<file path="config.mk">
export PLATFORM = sky130hd
export DESIGN_NAME = octet_fetch_unit
export DESIGN_NICKNAME = d
export VERILOG_FILES = /design/src/rtl/octet_fetch_unit.sv
export SDC_FILE = /design/constraint.sdc
export NUM_CORES = 1
export LEC_CHECK = 0
export CORE_MARGIN = 8
export CORE_UTILIZATION = 35
export DETAILED_ROUTE_END_ITERATION = 10
export HOLD_SLACK_MARGIN = 0.06
export PLACE_DENSITY = 0.73
export SYNTH_ARGS = -nofsm -noshare
export SYNTH_HDL_FRONTEND = slang
export SYNTH_SLANG_ARGS = --single-unit
</file>
<file path="constraint.sdc">
create_clock -name clk -period 5.76 [get_ports clk]
set_input_delay 1.152 -clock clk [delete_from_list [all_inputs] [get_ports clk]]
set_output_delay 1.152 -clock clk [all_outputs]
set_load 0.01 [all_outputs]
</file>
<file path="src/rtl/octet_fetch_unit.sv">
// octet_fetch_unit: fetches 14 operand words (A0-A1, B0-B3, C0-C7) from memory into operand buffers
module octet_fetch_unit #(
  parameter int DATA_WIDTH      = 64,
  parameter int MEM_ADDR_WIDTH  = 16,
  parameter int MAX_OUTSTANDING = 4
) (
  input  logic                      clk,
  input  logic                      rst,
  input  logic                      fetch_req,
  input  logic [MEM_ADDR_WIDTH-1:0] a_base,
  input  logic [MEM_ADDR_WIDTH-1:0] b_base,
  input  logic [MEM_ADDR_WIDTH-1:0] c_base,
  output logic                      mem_req_valid,
  input  logic                      mem_req_ready,
  output logic [MEM_ADDR_WIDTH-1:0] mem_req_addr,
  input  logic                      mem_rsp_valid,
  input  logic [DATA_WIDTH-1:0]     mem_rsp_data,
  output logic                      buf_wr_en,
  output logic [1:0]                buf_sel,
  output logic [2:0]                buf_wr_addr,
  output logic [DATA_WIDTH-1:0]     buf_wr_data,
  output logic                      busy,
  output logic                      fetch_done,
  output logic                      rsp_err
);
  typedef enum logic [1:0] {IDLE, ISSUE, DRAIN, DONE} state_t;
  state_t state, state_nx;
  logic [MEM_ADDR_WIDTH-1:0] a_q, b_q, c_q, iss_base;
  logic [3:0] iss_idx, rsp_idx;
  logic [2:0] outst, iss_ent, rsp_ent;
  logic [1:0] rsp_seg;
  logic active, issue, rsp_acc, dec;
  always_comb begin
    active        = state == ISSUE || state == DRAIN;
    mem_req_valid = state == ISSUE && outst < 3'(MAX_OUTSTANDING);
    issue         = mem_req_valid && mem_req_ready;
    rsp_acc       = active && mem_rsp_valid;
    dec           = rsp_acc && outst != 3'd0;
    iss_base      = iss_idx < 4'd2 ? a_q : iss_idx < 4'd6 ? b_q : c_q;
    iss_ent       = iss_idx < 4'd2 ? iss_idx[2:0] : iss_idx < 4'd6 ? 3'(iss_idx - 4'd2) : 3'(iss_idx - 4'd6);
    mem_req_addr  = mem_req_valid ? iss_base + MEM_ADDR_WIDTH'(iss_ent) : '0;
    rsp_seg       = rsp_idx < 4'd2 ? 2'd0 : rsp_idx < 4'd6 ? 2'd1 : 2'd2;
    rsp_ent       = rsp_idx < 4'd2 ? rsp_idx[2:0] : rsp_idx < 4'd6 ? 3'(rsp_idx - 4'd2) : 3'(rsp_idx - 4'd6);
    buf_wr_en     = rsp_acc;
    buf_sel       = rsp_acc ? rsp_seg : 2'd0;
    buf_wr_addr   = rsp_acc ? rsp_ent : 3'd0;
    buf_wr_data   = rsp_acc ? mem_rsp_data : '0;
    busy          = active;
    fetch_done    = state == DONE;
    state_nx      = state == IDLE ? (fetch_req ? ISSUE : IDLE) :
                    state == DONE ? IDLE :
                    rsp_acc && rsp_idx == 4'd13 ? DONE :
                    issue && iss_idx == 4'd13 ? DRAIN : state;
  end
  always_ff @(posedge clk) begin
    if (rst) begin
      state   <= IDLE;
      a_q     <= '0;
      b_q     <= '0;
      c_q     <= '0;
      iss_idx <= '0;
      rsp_idx <= '0;
      outst   <= '0;
      rsp_err <= 1'b0;
    end else begin
      state   <= state_nx;
      rsp_err <= rsp_err | (mem_rsp_valid && (!active || outst == 3'd0));
      if (state == IDLE && fetch_req) begin
        a_q     <= a_base;
        b_q     <= b_base;
        c_q     <= c_base;
        iss_idx <= '0;
        rsp_idx <= '0;
        outst   <= '0;
      end else begin
        if (issue) iss_idx <= iss_idx + 4'd1;
        if (rsp_acc) rsp_idx <= rsp_idx + 4'd1;
        outst <= outst + 3'(issue) - 3'(dec);
      end
    end
  end
endmodule

</file>
==> flow_metrics.tcl <==
set metrics [dict create \
    outcome "finished, final reports clean" \
    drive_gt1_share_pct 4.40 \
    antenna_left 0 \
    synth_cells 541 \
    ys_seq_area_share_pct 31.7 \
    cts_tree "done" \
    grt_pass1_vias 4397 \
    synth-main-ff-cell "dfxtp_1" \
    start_util_pct 35.9 \
    power_uw 1190 \
    std_cell_rows 38 \
    clk_latency_ns 0.33 \
    multi_input_area_um2 2420 \
    p_switching_uw 318 \
    final_hold_viol_count 0 \
    io_buffers 206 \
    drtIter0Drc 325 \
    grt_max_degree 69 \
    fmax_mhz 185 \
    via_count 4482 \
    start_kind "flop" \
    rsz0062_at_grt "false" \
    maxCapViolCount 0 \
    hp-class "reg2reg" \
    dr.pass1.iters 4 \
    cts_setup_buffers 0 \
    crit_path_max_fanout 25 \
    seq_power_share_pct 40.2 \
    avgSynthCellArea_um2 7.23 \
    yosysMostFrequentCell "nand2_1" \
    drc 0 \
    ff_latch_area_um2 1240 \
    cts_resized 0 \
    io_pins 207 \
    p_per_area_nw_per_um2 190 \
    area_delta_synth_final_pct 59.8 \
    tightestPinTransition_ns 0.772 \
    yosys-top-cells-count "nand2_1 (117), a21oi_1 (69), and3_1 (66)" \
    gp_congestion 0.902 \
    synth_nets 672 \
    yosys-top-cells-area "dfxtp_1 (32%), nand2_1 (11%), and3_1 (11%), a21oi_1 (8.8%), mux2i_1 (4.1%)" \
    cts_max_path_buffers 2 \
    yosysWarnings 0 \
    die_width_um 122 \
    yosysUniqueCellTypes 46 \
    required_ns 4.61 \
    postRouteWirelength_mm 16.3 \
    swShare_pct 26.8 \
    grt_pass1_wl_mm 23.8 \
    fin_skew_ns 0.00527 \
    hpwl_mm 13.1 \
    ir_worst_vdd_uv 112 \
    wl_per_cell_um 18.7 \
    p_clk_share_pct 35.2 \
    drt-vias-per-instance 5.14 \
    clockRootBuffer "clkbuf_8" \
    maxSlewHeadroom_pct 48.1 \
    maxSlewViolCount 0 \
    synthArstFlopShare_pct 0 \
    clk_pin_slew_worst_paths_ns 0.07 \
    die-area_um2 14800 \
    synth.largest_area_cell "dfxtp_1" \
    power.leakage_uw 0.00252 \
    synth_edf_count 0 \
    syn_area_um2 3910 \
    cp.arrival_ns 4.26 \
    setup_viol 0 \
    period_share_pct 94.0 \
    r2r_slack_ns 2.63 \
    synth_top_cell_area_share_pct 31.7 \
    antenna_found_initial 5 \
    die_h_um 122 \
    power.internal_uw 869 \
    ys_ff_latch 62 \
    setup_tns_ns 0 \
    n_fill_cell 1015 \
    pwr-share-comb_pct 24.5 \
    worstSetupPathType "reg2out" \
    numClockSinks 62 \
    hold_buffers 0 \
    grt.overflow.total 0 \
    grt_usage_pct 20.7 \
    core_um2 10900 \
    cts-htree-levels 3 \
    period_minus_slack_ns 5.42 \
    fin_nets 853 \
    end_kind "output port" \
    cts-buffers-inserted 9 \
]
-- stage by stage --
stage / hold slack (ns) / utilization, % / instances / worst slack, ns / cell area, um2
finish: 0.465 / 57.4 / 872 / 0.343 / 6250
global route: 0.490 / 57.4 / 872 / 0.116 / 6250
CTS: 0.471 / 57.3 / 867 / 0.366 / 6240
detailed placement: 0.462 / 55.3 / 851 / 0.736 / 6020
global placement: 0.456 / 55.3 / 851 / 0.855 / 6020
floorplan: 0.436 / - / 541 / 1.18 / 3910
-- cell type report --
cell class	count	area share, %
Inverter	16	0.961
Sequential cell	62	19.9
Clock buffer	13	2.38
Timing Repair Buffer	215	34.1
Antenna cell	5	0.200
Tap cell	140	2.80
Multi-Input combinational cell	418	38.7
Clock inverter	3	1.08
-- per-layer routing --
| metal | routed length, um | part of all wire, % | GRT usage, % | vias up |
|---|---|---|---|---|
| met5 | 0 | 0 | 0 | - |
| met4 | 395 | 2.4 | 8.25 | 0 |
| met3 | 1630 | 10 | 9.49 | 17 |
| met2 | 8290 | 51 | 36.1 | 165 |
| met1 | 6040 | 37 | 21.2 | 2063 |
| li1 | - | - | - | 2237 |
-- state kept, by name, indices dropped and copies added, names as in the netlist --
| register | flops |
|---|---|
| iss_idx | 4 |
| rsp_idx | 4 |
| c_q | 16 |
| b_q | 16 |
| rsp_err | 1 |
| state | 2 |
| a_q | 16 |
| outst | 3 |
-- layout by cell type, fill, tap and decap left out, types with 5 or more instances in the layout --
master           instances
clkdlybuf4s50_1        206
nand2_1                117
a21oi_1                 69
and3_1                  66
dfxtp_1                 62
nor2_1                  30
inv_1                   16
mux2i_1                 16
a22o_1                  12
ha_1                    12
nor3_1                  10
o21ai_0                 10
clkbuf_8                10
xor2_1                   9
buf_4                    9
diode_2                  5
xnor2_1                  5
o21ai_1                  5
nand4_1                  5
-- final timing paths --
check	from	endpoint	cells past startpoint
worst max register to register	state[0]	outst[2]	13
worst max-delay path	iss_idx[2]	mem_req_addr[14]	11
worst min-delay path	c_q[15]	c_q[15]	2
worst min register to register	c_q[15]	c_q[15]	2
-- critical path, cell delays in order (launching register included) --
cell	delay [ns]
dfxtp_1	0.70
buf_4	0.42
a22o_1	0.20
a21o_1	0.14
inv_1	0.06
fa_1	0.38
nor2b_1	0.19
o22ai_2	0.16
or3_1	0.44
or4_1	0.52
a21oi_1	0.16
clkdlybuf4s50_1	0.56
-- power groups by stage --
stage	registers [uW]	logic [uW]	clock network, uW
after global routing	480	317	444
final	477	291	418
after CTS	477	292	422
after global placement	485	285	0
after detailed placement	486	290	0
after floorplan	478	137	0
-- cells by family (layout without fill, tap and decap cells) --
logic type               after synthesis  count (layout)  synth area share, %
AND/OR/NAND/NOR                      255             255                 31.3
AO/OA/AOI/OAI                        119             119                 18.4
flip-flops                            62              62                 31.7
buffers and inverters                 61             247                 6.52
multiplexers                          16              16                 4.09
adder cells (fa/ha/maj)               14              14                 4.86
XOR/XNOR                              14              14                 3.13
other                                  0               5                    0
Note: power is estimated with default switching activity, not from simulation.
